File: src/rtl/sr_noc_inject_q.sv
// NoC injection queue: buffers memory-controller packet pulses and serializes each into header + payload flits.
// Optional checksum flit is enabled with `define SR_NOC_INJ_CHECKSUM_EN.
module sr_noc_inject_q #(
  parameter int NODE_ID         = 0,
  parameter int NODE_COUNT      = 8,
  parameter int PACKET_ID_WIDTH = 5,
  parameter int FLIT_WIDTH      = 32,
  parameter int DEPTH           = 4,
  localparam int DW             = (NODE_COUNT > 1) ? $clog2(NODE_COUNT) : 1,
  localparam int CW             = $clog2(DEPTH + 1)
) (
  input  logic                       clk,
  input  logic                       rst,
  input  logic [67:0]                packetIn,
  input  logic [DW-1:0]              nodeDest,
  input  logic [PACKET_ID_WIDTH-1:0] packetId,
  input  logic                       validIn,
  output logic [FLIT_WIDTH-1:0]      flitOut,
  output logic                       flitValid,
  input  logic                       flitReady,
  output logic                       flitLast,
  output logic [CW-1:0]              queueCount,
  output logic                       overflow,
  output logic [1:0]                 fsm_state
);

  localparam int PW   = 68;
  localparam int EW   = DW + PACKET_ID_WIDTH + PW;
  localparam int NP   = (PW + FLIT_WIDTH - 1) / FLIT_WIDTH;
  localparam int PADW = NP * FLIT_WIDTH;
  localparam int BW   = (NP > 1) ? $clog2(NP) : 1;
  localparam int AW   = (DEPTH > 1) ? $clog2(DEPTH) : 1;
  localparam logic [CW-1:0] DEPTH_C = CW'(DEPTH);
  localparam logic [BW-1:0] LAST_BEAT = BW'(NP - 1);

  localparam logic [1:0] S_IDLE = 2'd0;
  localparam logic [1:0] S_HEAD = 2'd1;
  localparam logic [1:0] S_BODY = 2'd2;
`ifdef SR_NOC_INJ_CHECKSUM_EN
  localparam logic [1:0] S_CSUM = 2'd3;
`endif

  // Valid/ready: a flit moves on any edge where flitValid && flitReady; while
  // flitValid is high and flitReady low, flitOut/flitLast are held unchanged.
  logic [EW-1:0]   mem [DEPTH];
  logic [AW-1:0]   wr_ptr, rd_ptr;
  logic [CW-1:0]   count;
  logic [EW-1:0]   cur;
  logic [1:0]      state;
  logic [BW-1:0]   beat;
  logic [PADW-1:0] padded;
  logic            push, pop, xfer, last_beat, pkt_done;

  assign padded     = PADW'(cur[PW-1:0]);
  assign last_beat  = (beat == LAST_BEAT);
  assign xfer       = flitValid && flitReady;
  assign pkt_done   = xfer && flitLast;
  // Fullness is judged on the registered count, so a same-cycle pop cannot rescue a push.
  assign push       = validIn && (count != DEPTH_C);
  assign pop        = (count != '0) && ((state == S_IDLE) || pkt_done);
  assign queueCount = count;
  assign fsm_state  = state;

`ifdef SR_NOC_INJ_CHECKSUM_EN
  logic [FLIT_WIDTH-1:0] csum;
  always_comb begin
    csum = '0;
    for (int i = 0; i < NP; i++) csum = csum ^ padded[i*FLIT_WIDTH +: FLIT_WIDTH];
  end
`endif

  always_comb begin
    flitOut   = '0;
    flitValid = 1'b0;
    flitLast  = 1'b0;
    case (state)
      S_HEAD: begin
        flitValid                                = 1'b1;
        flitOut[DW-1:0]                          = cur[PW+PACKET_ID_WIDTH +: DW];
        flitOut[DW +: DW]                        = DW'(NODE_ID);
        flitOut[2*DW +: PACKET_ID_WIDTH]         = cur[PW +: PACKET_ID_WIDTH];
      end
      S_BODY: begin
        flitValid = 1'b1;
        flitOut   = padded[beat*FLIT_WIDTH +: FLIT_WIDTH];
`ifdef SR_NOC_INJ_CHECKSUM_EN
        flitLast  = 1'b0;
`else
        flitLast  = last_beat;
`endif
      end
`ifdef SR_NOC_INJ_CHECKSUM_EN
      S_CSUM: begin
        flitValid = 1'b1;
        flitOut   = csum;
        flitLast  = 1'b1;
      end
`endif
      default: ;
    endcase
  end

  // Storage array carries no reset; pointers and count define what is valid.
  always_ff @(posedge clk) begin
    if (push) mem[wr_ptr] <= {nodeDest, packetId, packetIn};
  end

  always_ff @(posedge clk) begin
    if (rst) begin
      wr_ptr   <= '0;
      rd_ptr   <= '0;
      count    <= '0;
      overflow <= 1'b0;
      cur      <= '0;
      state    <= S_IDLE;
      beat     <= '0;
    end else begin
      if (push) wr_ptr <= wr_ptr + 1'b1;
      if (validIn && (count == DEPTH_C)) overflow <= 1'b1;
      case ({push, pop})
        2'b10:   count <= count + 1'b1;
        2'b01:   count <= count - 1'b1;
        default: ;
      endcase
      if (pop) begin
        cur    <= mem[rd_ptr];
        rd_ptr <= rd_ptr + 1'b1;
      end
      case (state)
        S_IDLE: if (pop) state <= S_HEAD;
        S_HEAD: if (xfer) begin
          state <= S_BODY;
          beat  <= '0;
        end
        S_BODY: if (xfer) begin
          if (!last_beat) beat <= beat + 1'b1;
`ifdef SR_NOC_INJ_CHECKSUM_EN
          else state <= S_CSUM;
`else
          else state <= pop ? S_HEAD : S_IDLE;
`endif
        end
`ifdef SR_NOC_INJ_CHECKSUM_EN
        S_CSUM: if (xfer) state <= pop ? S_HEAD : S_IDLE;
`endif
        default: state <= S_IDLE;
      endcase
    end
  end

endmodule

File: config.mk
export PLATFORM = sky130hd
export DESIGN_NAME = sr_noc_inject_q
export DESIGN_NICKNAME = d
export VERILOG_FILES = /design/src/rtl/sr_noc_inject_q.sv
export SDC_FILE = /design/constraint.sdc
export NUM_CORES = 1
export LEC_CHECK = 0
export ABC_AREA = 1
export BUFFER_PORTS_ARGS = -buffer_cell sky130_fd_sc_hd__clkbuf_2
export CORE_MARGIN = 1
export CORE_UTILIZATION = 59
export CTS_BUF_LIST = sky130_fd_sc_hd__clkbuf_8 sky130_fd_sc_hd__clkbuf_16
export CTS_CLUSTER_SIZE = 20
export DETAILED_ROUTE_END_ITERATION = 8
export MAX_ROUTING_LAYER = met4
export PLACE_DENSITY = 0.81
export RECOVER_POWER = 100
export SETUP_SLACK_MARGIN = 0.5
export SYNTH_ARGS = -nofsm -noshare
export SYNTH_HDL_FRONTEND = slang
export SYNTH_SLANG_ARGS = --single-unit
File: constraint.sdc
create_clock -name clk -period 6.1 [get_ports clk]
set_input_delay 1.83 -clock clk [delete_from_list [all_inputs] [get_ports clk]]
set_output_delay 1.83 -clock clk [all_outputs]
set_load 0.02 [all_outputs]
==> reports/results.tsv <==
metric	value	unit
Max Slew Vio Count	244	
Pre-antenna DRT Iters	6	
initial DRC count	1155	
WP buf/inv	2	
cts bufs inserted	39	
most frequent CP cell	clkbuf_1	
Seq/Total Area, Yosys	72.02	%
Hold Crit Class	flip-flop to flip-flop	
Pwr Density	493.2	nW/um2
first-pass GRT wire length	54800	um
WS Path Type	input port to flip-flop	
CP endpoint kind	flip-flop	
cell total after placement	1679	
Routed WL per cell	20.33	um
initial core utilization	60.05	%
H-tree depth	2	
Worst Tran Pin Value	3241	ps
Critical Path Stages	4	
core area	25180	um2
area grow syn2layout	12.90	%
gpl congestion	0.8451	
clock sink count	392	
Worst R2R Path Depth	5	
fraction of layout cells with a size suffix above 1	5.915	%
critical path's slowest cell	nor2_1	
maximum clock insertion buffer count	3	
Crit path max-delay family	simple AND/OR/NAND/NOR gates	
Synth Warn #	0	
post-synth net total	1392	
setup violators final	0	
cell area after synthesis	15120	um2
VDD IR max	0.2738	mV
met3 usage	4.009	%
NumNets Final	1481	
chip height	162.1	um
Final Util	67.79	%
sequential standard cell area	10900	um2
Distinct cells, synth	33	
Max stage delay on crit path	2410	ps
CTS resizes	0	
DIE AREA	26270	um2
WP data required	6250	ps
failing checks	max-capacitance violations, max-slew violations	
ANT nets after route	0	
Worst Hold Path Cells	2	
MaxCap Viol Count	6	
CP Cell Sequence	clkbuf_1 > nand2_1 > nor2_1 > clkbuf_1	
number of global-route vias before repair	9957	
Worst EP arrival	5280	ps
Pleak	5.939	nW
CTS clk-pin slew, worst paths	60	ps
Syn Inst Count	1301	
Yosys reg bits	392	
maximum clock rate	194.7	MHz
CP Launch Type	input port	
I/O pin count	120	
Total GRT Usage	28.43	%
residual overflow from global routing	0	
Post-CTS Setup Bufs	0	
fillcell total	1785	
CTS Root Cell	clkbuf_16	
grt peak-use layer	met2	
Post-route DRC	0	
peak fanout along the critical path	31	
CTS Hold Buffers Added	0	
Fin Setup TNS	0	ps
Fin Hold WS	456.4	ps
dpl hpwl	20830	um
area of the multi-input gates	3687	um2
via count	10350	
antenna violations before repair	1	
run status	finished, violations left	
WL final	35600	um
die outline width	162.1	um
Setup Skew	18.62	ps
Final Hold Viols	0	
largest net degree at the start of global routing	107	
I/O Buffers	119	
TritonCTS clock tree	done	
GR Layer Usage met1	37.69	%
RSZ-0062 raised after global routing	false	
Rows	58	
Skew-Pair Late Insertion Delay	530	ps
mean post-synth cell area	11.62	um2
final worst path period share	84.19	%
worst slew margin relative to its limit	-116.1	%
M2 GR Usage	44.81	%
crit path time final	5136	ps
final cell count without fillers	1751	
vias per cell	5.909	
==> layer usage <==
layer | up-vias | wire, um | part of all wire [%]
met5 | - | 0 | 0
met4 | 0 | 1040 | 2.9
met3 | 74 | 2524 | 7.1
met2 | 471 | 17510 | 49
met1 | 4999 | 14530 | 41
li1 | 4803 | - | -
==> cell type report <==
class                      count  area share [%]
antenna                        1         0.01466
clock buffer                  46           6.545
clock inverter                25           1.649
inverter                      34          0.7769
multi-input combinational    788           21.60
sequential                   392           63.84
tap                          330           2.419
timing repair buffer         135           3.159
==> final timing paths <==
| path | startpoint | endpoint | slack, ps |
|---|---|---|---|
| min | overflow$_SDFFE_PP0P_ | overflow$_SDFFE_PP0P_ | 460 |
| max reg2reg | queueCount[0]$_SDFFE_PP0P_ | mem[3][17]$_DFFE_PP_ | 1860 |
| max | validIn | mem[3][17]$_DFFE_PP_ | 960 |
| min reg2reg | overflow$_SDFFE_PP0P_ | overflow$_SDFFE_PP0P_ | 460 |
==> cells in the mapped netlist <==
library cell | count | area (um2)
buf_4 | 5 | 37.54
o21ai_1 | 29 | 145.1
inv_1 | 30 | 112.6
o311ai_0 | 2 | 17.52
clkbuf_2 | 6 | 30.03
clkinv_1 | 1 | 3.750
a21oi_1 | 10 | 50.05
clkbuf_1 | 52 | 195.2
inv_2 | 2 | 7.510
o21ai_4 | 1 | 16.27
nand2_4 | 1 | 11.26
o31ai_1 | 5 | 37.54
buf_8 | 3 | 45.04
dfxtp_1 | 88 | 1762
buf_1 | 1 | 3.750
nor3_1 | 22 | 110.1
nand3_1 | 14 | 70.07
nand2_2 | 1 | 6.260
nor2_1 | 375 | 1408
o21a_1 | 1 | 7.510
fa_1 | 1 | 20.02
buf_2 | 19 | 95.09
edfxtp_1 | 304 | 9129
o22ai_1 | 76 | 475.5
a31oi_1 | 2 | 12.51
ha_1 | 10 | 125.1
nand4_1 | 2 | 12.51
o32ai_1 | 1 | 8.760
nor2_2 | 1 | 6.260
o21ai_0 | 211 | 1056
inv_4 | 1 | 6.260
buf_6 | 1 | 11.26
nand2_1 | 23 | 86.33
==> worst min-delay path, delay by kind of cell (launching register included) <==
kind            cells  cell delay [ps]
flops               1              310
buf+inv             1               50
compound gates      1               50
==> registers in the layout, indices dropped and copies added (netlist names) <==
register / count
wr_ptr: 2
queueCount: 3
fsm_state: 2
rd_ptr: 2
cur: 76
beat: 2
mem: 304
overflow: 1
==> kinds of logic (layout without fill, tap and decap cells) <==
kind of cell	count (synthesis)	count (layout)	share of synthesized area (%)
DFF	392	392	72.02
other	0	1	0
AOI/OAI and AO/OA	338	338	12.08
and+or+nand+nor	439	439	11.31
adders and majority gates	11	11	0.9599
buffers and inverters	121	240	3.624
==> cell usage in the layout, fill, tap and decap left out, drive strengths merged <==
| cell type | instances |
|---|---|
| nor2 | 376 |
| edfxtp | 304 |
| o21ai | 241 |
| clkbuf | 174 |
| dfxtp | 88 |
| o22ai | 76 |
| inv | 37 |
| nand2 | 25 |
| nor3 | 22 |
| nand3 | 14 |
| clkinv | 14 |
| a21oi | 10 |
| ha | 10 |
| buf | 7 |
| bufinv | 6 |
| o31ai | 5 |
| a31oi | 2 |
| nand4 | 2 |
| o311ai | 2 |
| clkinvlp | 2 |
| diode | 1 |
| o32ai | 1 |
| o21a | 1 |
| fa | 1 |
==> report_power, final <==
| part | internal (mW) | switching (mW) | leakage (nW) |
|---|---|---|---|
| sequential | 3.39 | 0.286 | 3.52 |
| clock | 1.57 | 0.979 | 0.693 |
| combinational | 0.589 | 1.61 | 1.73 |
==> through the flow <==
step	setup slack (ps)	area [um2]	power, mW
floorplan	414.1	15120	5.259
global placement	1952	15880	5.854
detailed placement	1968	15880	5.905
CTS	1527	17280	8.449
global route	717.9	17070	8.820
finish	964.1	17070	8.420
No activity file was read; power rests on OpenSTA's default activity.
